$ cat config.mk
export PLATFORM = sky130hd
export DESIGN_NAME = alu_share_arbiter
export DESIGN_NICKNAME = d
export VERILOG_FILES = /design/src/rtl/alu_share_arbiter.sv
export SDC_FILE = /design/constraint.sdc
export NUM_CORES = 1
export LEC_CHECK = 0
export BUFFER_PORTS_ARGS = -buffer_cell sky130_fd_sc_hd__buf_2
export CORE_AREA = 2 2 186 115
export DETAILED_ROUTE_END_ITERATION = 8
export DIE_AREA = 0 0 188 117
export GPL_TIMING_DRIVEN = 0
export MAX_ROUTING_LAYER = met4
export PLACE_DENSITY = 0.62
export SYNTH_ARGS = -nofsm -noshare
export SYNTH_HDL_FRONTEND = slang
export SYNTH_SLANG_ARGS = --single-unit
$ cat constraint.sdc
create_clock -name clk -period 1.3 [get_ports clk]
set_input_delay 0.195 -clock clk [delete_from_list [all_inputs] [get_ports clk]]
set_output_delay 0.195 -clock clk [all_outputs]
set_load 0.005 [all_outputs]
$ cat src/rtl/alu_share_arbiter.sv
// Round-robin share of one combinational ALU between two valid/ready requesters.
// Operands are registered onto the ALU; the result is captured one EXEC cycle later.
module alu_share_arbiter #(
  parameter int XLEN = 32,
  parameter int OPW  = 4
) (
  input  logic            clk,
  input  logic            rst,
  input  logic            req0_valid,
  output logic            req0_ready,
  input  logic [XLEN-1:0] req0_a,
  input  logic [XLEN-1:0] req0_b,
  input  logic [OPW-1:0]  req0_op,
  input  logic            req1_valid,
  output logic            req1_ready,
  input  logic [XLEN-1:0] req1_a,
  input  logic [XLEN-1:0] req1_b,
  input  logic [OPW-1:0]  req1_op,
  output logic            rsp0_valid,
  input  logic            rsp0_ready,
  output logic [XLEN-1:0] rsp0_out,
  output logic            rsp0_zero,
  output logic            rsp0_neg,
  output logic            rsp1_valid,
  input  logic            rsp1_ready,
  output logic [XLEN-1:0] rsp1_out,
  output logic            rsp1_zero,
  output logic            rsp1_neg,
  output logic [XLEN-1:0] alu_input1,
  output logic [XLEN-1:0] alu_input2,
  output logic [OPW-1:0]  alu_operation,
  input  logic [XLEN-1:0] alu_out,
  input  logic            alu_zero,
  input  logic            alu_negative,
  output logic            busy
);
  localparam logic [OPW-1:0] OP_NOP = '0;

  typedef enum logic {IDLE, EXEC} state_t;

  state_t                 state_q, state_d;
  logic                   last_grant_q, grant_q;
  logic                   gnt_vld, gnt_sel;
  logic [1:0]             req_valid, rsp_ready, elig;
  logic [1:0][XLEN-1:0]   req_a, req_b;
  logic [1:0][OPW-1:0]    req_op;
  logic [1:0]             rsp_valid_q, rsp_zero_q, rsp_neg_q;
  logic [1:0][XLEN-1:0]   rsp_out_q;

  assign req_valid = {req1_valid, req0_valid};
  assign rsp_ready = {rsp1_ready, rsp0_ready};
  assign req_a     = {req1_a, req0_a};
  assign req_b     = {req1_b, req0_b};
  assign req_op    = {req1_op, req0_op};

  // A requester may issue only if its response slot is free or draining now.
  assign elig = req_valid & (~rsp_valid_q | rsp_ready);

  always_comb begin
    state_d = state_q;
    gnt_vld = 1'b0;
    gnt_sel = 1'b0;
    case (state_q)
      IDLE: begin
        if (elig != 2'b00) begin
          gnt_vld = 1'b1;
          gnt_sel = (&elig) ? ~last_grant_q : elig[1];
          state_d = EXEC;
        end
      end
      EXEC:    state_d = IDLE;
      default: state_d = IDLE;
    endcase
  end

  assign req0_ready = gnt_vld & ~gnt_sel;
  assign req1_ready = gnt_vld &  gnt_sel;
  assign busy       = (state_q == EXEC);

  always_ff @(posedge clk) begin
    if (rst) begin
      state_q       <= IDLE;
      last_grant_q  <= 1'b1;
      grant_q       <= 1'b0;
      alu_input1    <= '0;
      alu_input2    <= '0;
      alu_operation <= OP_NOP;
    end else begin
      state_q <= state_d;
      if (gnt_vld) begin
        alu_input1    <= req_a[gnt_sel];
        alu_input2    <= req_b[gnt_sel];
        alu_operation <= req_op[gnt_sel];
        grant_q       <= gnt_sel;
      end else begin
        // Operands hold so the ALU inputs stay quiet between ops.
        alu_operation <= OP_NOP;
        if (state_q == EXEC) last_grant_q <= grant_q;
      end
    end
  end

  for (genvar i = 0; i < 2; i++) begin : g_rsp
    localparam logic IDX = 1'(i);
    always_ff @(posedge clk) begin
      if (rst) begin
        rsp_valid_q[i] <= 1'b0;
        rsp_out_q[i]   <= '0;
        rsp_zero_q[i]  <= 1'b0;
        rsp_neg_q[i]   <= 1'b0;
      end else if (state_q == EXEC && grant_q == IDX) begin
        // A capture overrides a simultaneous drain of the same slot.
        rsp_valid_q[i] <= 1'b1;
        rsp_out_q[i]   <= alu_out;
        rsp_zero_q[i]  <= alu_zero;
        rsp_neg_q[i]   <= alu_negative;
      end else if (rsp_valid_q[i] && rsp_ready[i]) begin
        rsp_valid_q[i] <= 1'b0;
      end
    end
  end

  assign rsp0_valid = rsp_valid_q[0];
  assign rsp0_out   = rsp_out_q[0];
  assign rsp0_zero  = rsp_zero_q[0];
  assign rsp0_neg   = rsp_neg_q[0];
  assign rsp1_valid = rsp_valid_q[1];
  assign rsp1_out   = rsp_out_q[1];
  assign rsp1_zero  = rsp_zero_q[1];
  assign rsp1_neg   = rsp_neg_q[1];

endmodule

==> impl_metrics.ini <==
[outcome]
status = finished, violations left
violations = setup timing

[grt]
grt_pass1_vias = 6038
antenna_found_initial = 0
grt_pass1_wl_um = 33110
grt-ovfl-total = 0
grt_usage_pct = 20.21
grt_max_degree = 17

[critical_path]
path_buf_inv = 2
crit_type = reg -> out
cp.arrival_ns = 1.50
worst_ep_required_time_ns = 1.11
cp-start-kind = register
worst_setup_path_end_kind = primary output
critical_path.max_fanout = 6
cp_cell_sequence = nand2b_4 > a22o_4 > clkbuf_16 > nand2_8 > nor2_4 > buf_2
slowest_stage = dfxtp_2
cp_top_family = flip-flops
rrSetupSlack_ns = -0.33
max_stage_delay_ns = 0.35

[synth]
yosysSeqAreaShare_pct = 47.09
ys_seq_elements = 141
yosys.area.top_type = dfxtp_1
avgSynthCellArea_um2 = 8.600
syn_area_um2 = 5994
yosys_warnings = 0
synth_top_area_share_pct = 47.09
syn_nets = 873
syn-instance-count = 697
synth_area_leaders = dfxtp_1, nand2_1, a311oi_2, a21oi_1, clkbuf_1
synth.distinct_cells = 22

[cts]
numCtsBuffers = 17
htree_levels = 4
clk-insertion-delay-late_ns = 0.43
cts_tree = done
path_clk_slew_ns = 0.06
root_buffer = clkbuf_16
clock_sinks = 141
clockBufferDepth = 2

[timing]
tightest_slew_ns = 0.8589
timing.slew.headroom_pct = 42.74
finalCritPeriodShare_pct = 130.3
hold_violations = 0
setup_violations = 102
layout_setup_ws_ns = -0.3940
hold_slack_ns = 0.01992
post-route-min-period_ns = 1.694
finClkSkew_ns = 0.009645
maxSlewViolCount = 0
clock.fmax_mhz = 590.3
rsz0062_at_grt = yes

[drt]
vias_per_cell = 4.801
drcViolationCount = 0
wl_per_cell_um = 16.69
ant_nets = 0
dr.pass1.iters = 4
finalWirelength_um = 22550
vias = 6486
drtIter0Drc = 351

[job]
drv_cap = 0

[floorplan]
ios = 317
dieArea_um2 = 22000
die_width_um = 188
core_um2 = 20470
die_height_um = 117
initial_core_util_pct = 29.29
num_rows = 41

[finish]
final-instance-count-excl-fill = 1351
seqCellArea_um2 = 2829
nNetsFinal = 1235
diodes = 0
area_delta_synth_final_pct = 53.37
multi_input_area_um2 = 2858
utilization_pct = 44.92
n_fill_cell = 2060
drive_gt1_share_pct = 45.24

[placed_design]
io_buffers = 315
hpwlAfterDp_um = 16720
dp_slack_ns = -0.6765
place.gp.congestion = 0.8184
dp_cells = 1291

[power]
ir_drop_v = 0.0008351
leakage_nw = 4.178
power.density_nw_per_um2 = 1368

[worst_hold_path]
hp-class = in -> reg
==> metrics by stage <==
step | setup TNS [ns] | cell area, µm² | total power, mW
floorplan | -1.994 | 6022 | 6.094
global placement | -65.69 | 7948 | 7.045
detailed placement | -66.11 | 7948 | 7.065
CTS | -28.57 | 9072 | 12.61
global route | -31.98 | 9194 | 13.12
finish | -22.58 | 9194 | 12.58
==> placed cells by master, fill, tap and decap left out, types with 2 or more instances in the layout <==
cell type / n
buf_2: 323
nand2_1: 266
dfxtp_1: 138
a21oi_1: 136
a311oi_2: 62
clkbuf_16: 20
clkbuf_1: 19
dlygate4sd3_1: 14
buf_8: 10
buf_12: 10
clkbuf_2: 10
buf_4: 10
buf_6: 7
nor3_1: 4
bufinv_16: 4
mux2i_1: 3
clkinv_2: 3
inv_6: 3
nand2b_4: 2
inv_2: 2
nor2_1: 2
a311oi_1: 2
dfxtp_2: 2
clkinvlp_4: 2
bufbuf_16: 2
==> worst register-to-register path, delay by kind of cell, from the launching register on <==
kind,cells,cell delay (ns)
buf+inv,4,0.55
flops,1,0.36
simple gates,2,0.22
compound gates,2,0.42
==> synthesized netlist by cell type, drive strengths merged <==
cell type,number
nor2b,2
a311oi,64
a22o,1
dfxtp,141
o211ai,1
inv,2
clkbuf,31
a21bo,1
nand2b,3
a21oi,136
mux2i,4
nand2,268
nor2,3
and2,2
nor3,4
buf,34
==> flip-flops by register name, indices dropped and copies added, names as in the netlist, 4 cells and up <==
| register | count |
|---|---|
| rsp0_out | 32 |
| rsp1_out | 32 |
| alu_operation | 4 |
| alu_input1 | 32 |
| alu_input2 | 32 |
==> final timing paths <==
kind | startpoint | end | depth (start not counted)
max reg2reg | rsp0_valid | alu_input2[30] | 8
max | rsp1_valid | req0_ready | 6
min | alu_out[19] | rsp1_out[19] | 3
min reg2reg | rsp0_out[27] | rsp0_out[27] | 2
==> layout make-up <==
type / count / area share (%)
multi-input combinational: 489 / 31.08
sequential: 141 / 30.77
timing repair buffer: 345 / 21.39
buffer: 63 / 6.042
clock buffer: 19 / 4.818
tap: 279 / 3.797
clock inverter: 13 / 2.014
inverter: 2 / 0.08165
==> per-layer routing <==
layer | GRT usage [%] | up-vias | part of all wire [%]
met3 | 4.860 | 20 | 5.8
li1 | - | 3127 | -
met4 | 5.879 | 0 | 1.1
met5 | - | - | 0
met1 | 27.21 | 3095 | 50
met2 | 30.16 | 244 | 44
==> cell families (layout without fill, tap and decap cells) <==
kind of cell / after synthesis / after routing / share of synthesized area [%]
buffers and inverters: 67 / 442 / 6.053
AND/OR/NAND/NOR: 282 / 282 / 18.41
AO/OA/AOI/OAI: 203 / 203 / 27.78
flip-flops: 141 / 141 / 47.09
multiplexers: 4 / 4 / 0.6679
==> report_power, final <==
part	internal (mW)	total [mW]	switching [mW]	leakage [nW]
Sequential	4.65	4.81	0.165	1.16
Clock	3.27	5.28	2.01	0.304
Combinational	1.20	2.48	1.28	2.71
==> timing repair <==
| action | CTS | global route |
|---|---|---|
| setup endpoints to repair | 141 | 134 |
| hold buffers | 14 | 0 |
| endpoints found under the hold margin | 15 | 0 |
| pin swaps | 3 | 6 |
| setup buffers | 10 | 2 |
| gates resized for setup | 60 | 13 |
| gates cloned | 2 | 2 |
Note: power is estimated with default switching activity, not from simulation.
